## src/rtl/fmul_36bit_norm_pkg.sv

```systemverilog
// Shared widths, constants and stage bundles for the 36-bit FP multiplier back end.
// Result format: {sign[35], exp[34:24], fract[23:0]}, exponent bias 1023.
package fmul36_pkg;

  localparam int SIGN_W  = 1;
  localparam int EXP_W   = 11;
  localparam int FRACT_W = 24;
  localparam int BIAS    = 1023;
  localparam int EXP_MAX = 2047;

  localparam logic [35:0] CANON_NAN = 36'h7FF800000;

  // Normalized but unrounded product, carried from stage 1 to stage 2.
  typedef struct packed {
    logic        sign;
    logic [13:0] e;
    logic [23:0] mant;
    logic        guard;
    logic        sticky;
    logic        nan;
    logic        inf;
    logic        zero;
  } s1_t;

  typedef struct packed {
    logic [35:0] result;
    logic        invalid;
    logic        overflow;
    logic        underflow;
    logic        inexact;
  } s2_t;

endpackage

```

## src/rtl/fmul_36bit_norm_if.sv

```systemverilog
// Upstream bundle (multiply stage) and downstream result port of the normalizer.
// Handshake: a beat moves when REQ/VALID is high and the receiver's BUSY is low; BUSY stalls everything.
interface fmul_36bit_norm_if;
  logic        iDATA_REQ;
  logic        oDATA_BUSY;
  logic        iDATA_SIGN;
  logic [12:0] iDATA_EXP;
  logic [49:0] iDATA_FRACT;
  logic        iDATA_EXCEPT_EXP_A0;
  logic        iDATA_EXCEPT_EXP_B0;
  logic        iDATA_EXCEPT_EXP_A1;
  logic        iDATA_EXCEPT_EXP_B1;
  logic        iDATA_EXCEPT_FRACT_A0;
  logic        iDATA_EXCEPT_FRACT_B0;
  logic        oDATA_VALID;
  logic        iDATA_BUSY;
  logic [35:0] oDATA_RESULT;
  logic        oDATA_FLAG_INVALID;
  logic        oDATA_FLAG_OVERFLOW;
  logic        oDATA_FLAG_UNDERFLOW;
  logic        oDATA_FLAG_INEXACT;

  modport master (
    output iDATA_REQ, iDATA_SIGN, iDATA_EXP, iDATA_FRACT,
           iDATA_EXCEPT_EXP_A0, iDATA_EXCEPT_EXP_B0, iDATA_EXCEPT_EXP_A1,
           iDATA_EXCEPT_EXP_B1, iDATA_EXCEPT_FRACT_A0, iDATA_EXCEPT_FRACT_B0,
           iDATA_BUSY,
    input  oDATA_BUSY, oDATA_VALID, oDATA_RESULT, oDATA_FLAG_INVALID,
           oDATA_FLAG_OVERFLOW, oDATA_FLAG_UNDERFLOW, oDATA_FLAG_INEXACT
  );

  modport slave (
    input  iDATA_REQ, iDATA_SIGN, iDATA_EXP, iDATA_FRACT,
           iDATA_EXCEPT_EXP_A0, iDATA_EXCEPT_EXP_B0, iDATA_EXCEPT_EXP_A1,
           iDATA_EXCEPT_EXP_B1, iDATA_EXCEPT_FRACT_A0, iDATA_EXCEPT_FRACT_B0,
           iDATA_BUSY,
    output oDATA_BUSY, oDATA_VALID, oDATA_RESULT, oDATA_FLAG_INVALID,
           oDATA_FLAG_OVERFLOW, oDATA_FLAG_UNDERFLOW, oDATA_FLAG_INEXACT
  );
endinterface

```

## src/rtl/fmul_36bit_norm_pipe_reg.sv

```systemverilog
// Valid + data pipeline register; holds while the downstream is busy.
// Data only loads on a valid beat so the output keeps the last real result.
module fmul_pipe_reg #(
  parameter int W = 8
) (
  input  logic         iCLOCK,
  input  logic         iRESET,
  input  logic         iRESET_SYNC,
  input  logic         iDATA_BUSY,
  input  logic         iVALID,
  input  logic [W-1:0] iDATA,
  output logic         oVALID,
  output logic [W-1:0] oDATA
);

  always_ff @(posedge iCLOCK or posedge iRESET) begin
    if (iRESET) begin
      oVALID <= 1'b0;
      oDATA  <= '0;
    end else if (iRESET_SYNC) begin
      oVALID <= 1'b0;
      oDATA  <= '0;
    end else if (!iDATA_BUSY) begin
      oVALID <= iVALID;
      if (iVALID) oDATA <= iDATA;
    end
  end

endmodule

```

## src/rtl/fmul_36bit_norm.sv

```systemverilog
// Normalize, round-to-nearest-even and pack the raw 36-bit FP product.
// Stage 1 decodes specials and normalizes; stage 2 rounds, range-checks and packs.
module fmul_36bit_norm
  import fmul36_pkg::*;
#(
  parameter int P_BIAS_ADJ = 512,
  parameter int P_EXP_MAX  = 2047
) (
  input  logic           iCLOCK,
  input  logic           iRESET,
  input  logic           iRESET_SYNC,
  fmul_36bit_norm_if.slave bus
);

  s1_t         s1_d;
  s1_t         s1_q;
  logic        s1_valid;
  s2_t         s2_d;
  s2_t         s2_q;
  logic        s2_valid;
  logic        inc;
  logic [24:0] sum;
  logic [13:0] e_rnd;
  logic        a0, b0, a1, b1, fa0, fb0;

  assign bus.oDATA_BUSY = bus.iDATA_BUSY;

  assign a0  = bus.iDATA_EXCEPT_EXP_A0;
  assign b0  = bus.iDATA_EXCEPT_EXP_B0;
  assign a1  = bus.iDATA_EXCEPT_EXP_A1;
  assign b1  = bus.iDATA_EXCEPT_EXP_B1;
  assign fa0 = bus.iDATA_EXCEPT_FRACT_A0;
  assign fb0 = bus.iDATA_EXCEPT_FRACT_B0;

  always_comb begin
    s1_d      = '0;
    s1_d.sign = bus.iDATA_SIGN;
    s1_d.e    = {bus.iDATA_EXP[12], bus.iDATA_EXP} - 14'(P_BIAS_ADJ);
    // NaN operand, or Inf times zero
    s1_d.nan  = (a1 & ~fa0) | (b1 & ~fb0) | (a1 & fa0 & b0) | (b1 & fb0 & a0);
    s1_d.inf  = (a1 | b1) & ~s1_d.nan;
    s1_d.zero = (a0 | b0) & ~s1_d.nan & ~s1_d.inf;
    if (bus.iDATA_FRACT[49]) begin
      s1_d.mant   = bus.iDATA_FRACT[48:25];
      s1_d.guard  = bus.iDATA_FRACT[24];
      s1_d.sticky = |bus.iDATA_FRACT[23:0];
      s1_d.e      = s1_d.e + 14'd1;
    end else begin
      s1_d.mant   = bus.iDATA_FRACT[47:24];
      s1_d.guard  = bus.iDATA_FRACT[23];
      s1_d.sticky = |bus.iDATA_FRACT[22:0];
    end
  end

  fmul_pipe_reg #(.W($bits(s1_t))) u_stage1 (
    .iCLOCK      (iCLOCK),
    .iRESET      (iRESET),
    .iRESET_SYNC (iRESET_SYNC),
    .iDATA_BUSY  (bus.iDATA_BUSY),
    .iVALID      (bus.iDATA_REQ),
    .iDATA       (s1_d),
    .oVALID      (s1_valid),
    .oDATA       (s1_q)
  );

  always_comb begin
    inc   = s1_q.guard & (s1_q.sticky | s1_q.mant[0]);
    sum   = {1'b0, s1_q.mant} + {24'd0, inc};
    // mantissa carry-out: sum[23:0] is already zero, only the exponent moves
    e_rnd = s1_q.e + {13'd0, sum[24]};
    s2_d  = '0;
    if (s1_q.nan) begin
      s2_d.result  = CANON_NAN;
      s2_d.invalid = 1'b1;
    end else if (s1_q.inf) begin
      s2_d.result = {s1_q.sign, 11'h7FF, 24'h0};
    end else if (s1_q.zero) begin
      s2_d.result = {s1_q.sign, 35'h0};
    end else if ($signed(e_rnd) >= $signed(14'(P_EXP_MAX))) begin
      s2_d.result   = {s1_q.sign, 11'h7FF, 24'h0};
      s2_d.overflow = 1'b1;
      s2_d.inexact  = 1'b1;
    end else if ($signed(e_rnd) <= 14'sd0) begin
      s2_d.result    = {s1_q.sign, 35'h0};
      s2_d.underflow = 1'b1;
      s2_d.inexact   = 1'b1;
    end else begin
      s2_d.result  = {s1_q.sign, e_rnd[10:0], sum[23:0]};
      s2_d.inexact = s1_q.guard | s1_q.sticky;
    end
  end

  fmul_pipe_reg #(.W($bits(s2_t))) u_stage2 (
    .iCLOCK      (iCLOCK),
    .iRESET      (iRESET),
    .iRESET_SYNC (iRESET_SYNC),
    .iDATA_BUSY  (bus.iDATA_BUSY),
    .iVALID      (s1_valid),
    .iDATA       (s2_d),
    .oVALID      (s2_valid),
    .oDATA       (s2_q)
  );

  assign bus.oDATA_VALID          = s2_valid;
  assign bus.oDATA_RESULT         = s2_q.result;
  assign bus.oDATA_FLAG_INVALID   = s2_q.invalid;
  assign bus.oDATA_FLAG_OVERFLOW  = s2_q.overflow;
  assign bus.oDATA_FLAG_UNDERFLOW = s2_q.underflow;
  assign bus.oDATA_FLAG_INEXACT   = s2_q.inexact;

endmodule

```

## src/flat_wrapper.sv

```systemverilog
// flat-port wrapper written by rule: the top's interface ports become plain ports
module fmul_36bit_norm_flat import fmul36_pkg::*;
#(
  parameter int P_BIAS_ADJ = 512,
  parameter int P_EXP_MAX  = 2047
)
  (iCLOCK, iRESET, iRESET_SYNC, bus_iDATA_REQ, bus_iDATA_SIGN, bus_iDATA_EXP, bus_iDATA_FRACT, bus_iDATA_EXCEPT_EXP_A0, bus_iDATA_EXCEPT_EXP_B0, bus_iDATA_EXCEPT_EXP_A1, bus_iDATA_EXCEPT_EXP_B1, bus_iDATA_EXCEPT_FRACT_A0, bus_iDATA_EXCEPT_FRACT_B0, bus_iDATA_BUSY, bus_oDATA_BUSY, bus_oDATA_VALID, bus_oDATA_RESULT, bus_oDATA_FLAG_INVALID, bus_oDATA_FLAG_OVERFLOW, bus_oDATA_FLAG_UNDERFLOW, bus_oDATA_FLAG_INEXACT);
  fmul_36bit_norm_if bus_i ();
  input  logic iCLOCK;
  input  logic iRESET;
  input  logic iRESET_SYNC;
  input wire logic [$bits(bus_i.iDATA_REQ)-1:0] bus_iDATA_REQ;
  input wire logic [$bits(bus_i.iDATA_SIGN)-1:0] bus_iDATA_SIGN;
  input wire logic [$bits(bus_i.iDATA_EXP)-1:0] bus_iDATA_EXP;
  input wire logic [$bits(bus_i.iDATA_FRACT)-1:0] bus_iDATA_FRACT;
  input wire logic [$bits(bus_i.iDATA_EXCEPT_EXP_A0)-1:0] bus_iDATA_EXCEPT_EXP_A0;
  input wire logic [$bits(bus_i.iDATA_EXCEPT_EXP_B0)-1:0] bus_iDATA_EXCEPT_EXP_B0;
  input wire logic [$bits(bus_i.iDATA_EXCEPT_EXP_A1)-1:0] bus_iDATA_EXCEPT_EXP_A1;
  input wire logic [$bits(bus_i.iDATA_EXCEPT_EXP_B1)-1:0] bus_iDATA_EXCEPT_EXP_B1;
  input wire logic [$bits(bus_i.iDATA_EXCEPT_FRACT_A0)-1:0] bus_iDATA_EXCEPT_FRACT_A0;
  input wire logic [$bits(bus_i.iDATA_EXCEPT_FRACT_B0)-1:0] bus_iDATA_EXCEPT_FRACT_B0;
  input wire logic [$bits(bus_i.iDATA_BUSY)-1:0] bus_iDATA_BUSY;
  output wire logic [$bits(bus_i.oDATA_BUSY)-1:0] bus_oDATA_BUSY;
  output wire logic [$bits(bus_i.oDATA_VALID)-1:0] bus_oDATA_VALID;
  output wire logic [$bits(bus_i.oDATA_RESULT)-1:0] bus_oDATA_RESULT;
  output wire logic [$bits(bus_i.oDATA_FLAG_INVALID)-1:0] bus_oDATA_FLAG_INVALID;
  output wire logic [$bits(bus_i.oDATA_FLAG_OVERFLOW)-1:0] bus_oDATA_FLAG_OVERFLOW;
  output wire logic [$bits(bus_i.oDATA_FLAG_UNDERFLOW)-1:0] bus_oDATA_FLAG_UNDERFLOW;
  output wire logic [$bits(bus_i.oDATA_FLAG_INEXACT)-1:0] bus_oDATA_FLAG_INEXACT;
  assign bus_i.iDATA_REQ = bus_iDATA_REQ;
  assign bus_i.iDATA_SIGN = bus_iDATA_SIGN;
  assign bus_i.iDATA_EXP = bus_iDATA_EXP;
  assign bus_i.iDATA_FRACT = bus_iDATA_FRACT;
  assign bus_i.iDATA_EXCEPT_EXP_A0 = bus_iDATA_EXCEPT_EXP_A0;
  assign bus_i.iDATA_EXCEPT_EXP_B0 = bus_iDATA_EXCEPT_EXP_B0;
  assign bus_i.iDATA_EXCEPT_EXP_A1 = bus_iDATA_EXCEPT_EXP_A1;
  assign bus_i.iDATA_EXCEPT_EXP_B1 = bus_iDATA_EXCEPT_EXP_B1;
  assign bus_i.iDATA_EXCEPT_FRACT_A0 = bus_iDATA_EXCEPT_FRACT_A0;
  assign bus_i.iDATA_EXCEPT_FRACT_B0 = bus_iDATA_EXCEPT_FRACT_B0;
  assign bus_i.iDATA_BUSY = bus_iDATA_BUSY;
  assign bus_oDATA_BUSY = bus_i.oDATA_BUSY;
  assign bus_oDATA_VALID = bus_i.oDATA_VALID;
  assign bus_oDATA_RESULT = bus_i.oDATA_RESULT;
  assign bus_oDATA_FLAG_INVALID = bus_i.oDATA_FLAG_INVALID;
  assign bus_oDATA_FLAG_OVERFLOW = bus_i.oDATA_FLAG_OVERFLOW;
  assign bus_oDATA_FLAG_UNDERFLOW = bus_i.oDATA_FLAG_UNDERFLOW;
  assign bus_oDATA_FLAG_INEXACT = bus_i.oDATA_FLAG_INEXACT;
  fmul_36bit_norm #(.P_BIAS_ADJ(P_BIAS_ADJ), .P_EXP_MAX(P_EXP_MAX)) u_core (.iCLOCK(iCLOCK), .iRESET(iRESET), .iRESET_SYNC(iRESET_SYNC), .bus(bus_i));
endmodule
```

## config.mk

```make
export PLATFORM = sky130hd
export DESIGN_NAME = fmul_36bit_norm_flat
export DESIGN_NICKNAME = d
export VERILOG_FILES = /design/src/rtl/fmul_36bit_norm_pkg.sv /design/src/rtl/fmul_36bit_norm_if.sv /design/src/rtl/fmul_36bit_norm_pipe_reg.sv /design/src/rtl/fmul_36bit_norm.sv /design/src/flat_wrapper.sv
export SDC_FILE = /design/constraint.sdc
export NUM_CORES = 1
export LEC_CHECK = 0
export CORE_MARGIN = 2
export CORE_UTILIZATION = 49
export CTS_BUF_LIST = sky130_fd_sc_hd__clkbuf_8 sky130_fd_sc_hd__clkbuf_16
export CTS_CLUSTER_DIAMETER = 40
export DETAILED_ROUTE_END_ITERATION = 16
export PLACE_DENSITY = 0.77
export SYNTH_ARGS = -nofsm -noshare
export SYNTH_HDL_FRONTEND = slang
export SYNTH_HIERARCHICAL = 1
export SYNTH_SLANG_ARGS = --single-unit
```

## constraint.sdc

```tcl
create_clock -name iCLOCK -period 3.3 [get_ports iCLOCK]
set_clock_uncertainty 0.2 [all_clocks]
set_input_delay 0.825 -clock iCLOCK [delete_from_list [all_inputs] [get_ports iCLOCK]]
set_output_delay 0.825 -clock iCLOCK [all_outputs]
set_load 0.03 [all_outputs]
```

==> results.json <==
{
  "crit_chain": "o21a_1 -> ha_4 -> ha_4 -> and4_1 -> nand4_1 -> nor3_2 -> ha_2 -> ha_4 -> nand4_1 -> mux2i_2 -> mux2_4 -> o31ai_4 -> buf_12 -> buf_12 -> nor4_2 -> nand4bb_1 -> o21ai_1",
  "overflow": 0,
  "nFillCells": 1073,
  "violations": "negative setup slack",
  "vdd_drop_max_mv": 0.2477,
  "end_kind": "flip-flop",
  "fin_crit_sh_pct": 109.9,
  "hold_viol": 0,
  "fmax_ghz": 0.2756,
  "cts-root-buf": "clkbuf_16",
  "vias_per_cell": 5.696,
  "setup_viol": 37,
  "instances_no_fill": 999,
  "drive_gt1_share_pct": 22.60,
  "critPathLaunch": "u_core/u_stage1/oDATA[3]$_DFFE_PP0P_",
  "area_growth_syn_to_layout_pct": 29.59,
  "maxCapViolations": 0,
  "cp.required_ns": 3.36,
  "worst_slack_ns": -0.3279,
  "yosys.area_share.simple_pct": 37.28,
  "ant_nets": 0,
  "async_flop_share_pct": 100.0,
  "cp.arrival_ns": 3.69,
  "gp_routability_congestion": 0.9092,
  "numPortBuffers": 116,
  "drv_slew": 0,
  "layout.nets": 900,
  "hold_buffers": 0,
  "slowest_stage": "dfrtp_1",
  "yosys_warnings": 6,
  "track_usage_pct": 23.56,
  "slew_headroom_pct": 18.40,
  "cts_buffers": 9,
  "synthMuxAreaShare_pct": 5.416,
  "dp_hpwl_microns": 11990,
  "clk_pin_slew_ns": 0.06,
  "r2r-start": "u_core/u_stage1/oDATA[3]$_DFFE_PP0P_",
  "leakage_nw": 3.322,
  "dp.cells": 967,
  "top_level_ports": 117,
  "synthXorXnorAreaFrac_pct": 5.583,
  "yosysUniqueCellTypes": 56,
  "die-area_sq_mm": 0.01467,
  "vias": 5690,
  "ys_seq_elements": 86,
  "cpMostUsedCell": "ha_4",
  "netlist_area_sq_mm": 0.006723,
  "grt_start_max_net_pins": 171,
  "drt_iter0_markers": 386,
  "cp_num_buf_inv": 2,
  "cts_tree": "built",
  "dieWidth_microns": 121.1,
  "synth_adder_area_share_pct": 1.303,
  "powerDensity_mw_per_mm2": 312.8,
  "synth_nets": 765,
  "grt_pass1_wl_microns": 27960,
  "cts_sinks": 86,
  "slowest_delay_ns": 0.35,
  "synth_compound_area_share_pct": 11.54,
  "htreeDepth": 3,
  "drc": 0,
  "synth-edff-count": 0,
  "placementRows": 42,
  "clock_latency_ns": 0.34,
  "worstHoldStart": "u_core/u_stage2/oVALID$_DFFE_PP0P_",
  "critPathMaxFanout": 24,
  "worst_pin_slew_ns": 1.221,
  "placed_cell_area_sq_mm": 0.008240,
  "worstHoldPathType": "reg2reg",
  "avgRoutedWirePerCell_microns": 16.82,
  "core_sq_mm": 0.01330,
  "grt_pass1_vias": 5556,
  "status": "finished with violations",
  "clockBufferDepth": 2,
  "crit_path_start_kind": "flip-flop",
  "fin_crit_ns": 3.628,
  "drtPass1Iterations": 5,
  "critical_path.top_delay_family": "simple AND/OR/NAND/NOR gates",
  "postSynthAreaPerCell_sq_um": 9.843,
  "crit_type": "reg2reg",
  "syn_inst": 683,
  "grt_setup_unrepaired": "yes",
  "ys_seq_area_share_pct": 32.01,
  "final_area_sq_mm": 0.008712,
  "synth_top_family_by_area": "simple AND/OR/NAND/NOR gates",
  "antenna_found_initial": 0,
  "ys.flop_type": "dfrtp_1",
  "n_antenna_cell": 0,
  "die_h_microns": 121.1,
  "initial_core_util_pct": 50.56,
  "drt-total-wl_microns": 16810
}
==> registers in the layout (all words and copies together) (netlist names) <==
register / cells
u_core/u_stage2/oDATA: 40
u_core/u_stage1/oVALID: 1
u_core/u_stage2/oVALID: 1
u_core/u_stage1/oDATA: 44
==> placed cells by master (no fill, tap or decap), drive strengths merged, types with 2 or more instances in the layout <==
| cell type | count |
|---|---|
| a21oi | 4 |
| a31oi | 2 |
| a41oi | 2 |
| and3 | 12 |
| and4 | 5 |
| buf | 77 |
| clkbuf | 10 |
| clkdlybuf4s50 | 113 |
| clkinvlp | 2 |
| dfrtp | 86 |
| ha | 7 |
| inv | 12 |
| mux2 | 27 |
| mux2i | 6 |
| nand2 | 20 |
| nand2b | 88 |
| nand3 | 13 |
| nand3b | 2 |
| nand4 | 21 |
| nand4bb | 84 |
| nor2 | 18 |
| nor2b | 7 |
| nor3 | 7 |
| nor4 | 32 |
| nor4b | 2 |
| o21a | 3 |
| o21ai | 92 |
| o22ai | 2 |
| o31a | 7 |
| o31ai | 3 |
| or2 | 2 |
| or3 | 3 |
| xnor2 | 19 |
| xor2 | 23 |
==> final timing paths <==
kind                                                          to  slack, ns  depth (start not counted)
max in group asynchronous  u_core/u_stage1/oDATA[28]$_DFFE_PP0P_       1.74                          3
min                           u_core/u_stage2/oVALID$_DFFE_PP0P_       0.33                          2
min in group asynchronous  u_core/u_stage2/oDATA[38]$_DFFE_PP0P_       0.73                          3
max reg2reg                u_core/u_stage2/oDATA[20]$_DFFE_PP0P_      -0.33                         17
min reg2reg                   u_core/u_stage2/oVALID$_DFFE_PP0P_       0.33                          2
max                        u_core/u_stage2/oDATA[20]$_DFFE_PP0P_      -0.33                         17
==> metrics by stage <==
step           util, %  total power, mW  hold WS, ns  setup WS [ns]  TNS (ns)
2_1_floorplan        -            1.574       0.3008       -0.08640    -1.667
3_3_place_gp     61.98            1.780       0.3088       -0.06763   -0.6746
3_5_place_dp     61.98            1.795       0.3187        -0.2395    -4.489
4_1_cts          65.13            2.729       0.3330        -0.1873    -3.851
5_1_grt          65.53            2.839       0.3448        -0.4612    -13.78
6_report         65.53            2.725       0.3284        -0.3279    -8.168
==> power by group <==
group | switching (mW) | total, mW | internal [mW]
clock network | 0.402 | 0.923 | 0.521
registers | 0.0428 | 1.13 | 1.09
logic | 0.332 | 0.670 | 0.337
==> Yosys cell counts, drive strengths merged, types with 4 or more instances <==
library cell,count,area (sq um)
nor3,7,40.04
ha,7,87.58
mux2i,6,60.06
a21oi,4,20.02
nand4bb,84,945.9
nor2,18,67.56
clkbuf,22,82.58
nand2b,88,550.5
dfrtp,86,2152
o31a,7,61.31
mux2,27,304.0
o21ai,92,535.5
nor2b,7,58.81
xor2,23,201.4
xnor2,19,173.9
and4,5,46.29
inv,9,33.78
nand2,20,75.07
nand3,13,77.58
nor4,32,346.6
and3,12,80.08
buf,44,345.3
nand4,21,131.4
==> cells by family (layout without fill, tap and decap cells) <==
kind of cell	after synthesis	after routing
AND/OR/NAND/NOR	319	319
AO/OA/AOI/OAI	121	121
flip-flops	86	86
buffers and inverters	75	215
XOR/XNOR	42	42
multiplexers	33	33
adder cells (fa/ha/maj)	7	7
==> tightest hold or removal path: stages (launching register included) <==
cell     delay (ns)
dfrtp_1        0.34
mux2i_1        0.07
nor2_1         0.08
==> area by class of cell <==
class                      count  area, sq um  area share [%]
clock buffer                  10        239.0           2.743
clock inverter                 6        31.28          0.3590
inverter                       9        33.78          0.3878
multi-input combinational    522         4258           48.87
sequential                    86         2152           24.70
tap                          176        220.2           2.528
timing repair buffer         190         1778           20.41
==> routing by layer <==
layer  wire [microns]  global-route usage, %
met5                0                      0
met4              195                  5.747
met3              656                  3.336
met2             7584                  36.06
met1             8368                  35.17
==> what timing repair did <==
action	CTS	global route
resized for setup	10	8
buffers inserted	14	2
pin swaps	3	7
endpoints found under the setup margin	34	38
gates cloned	0	0
Power figures use the tool's default switching activity.
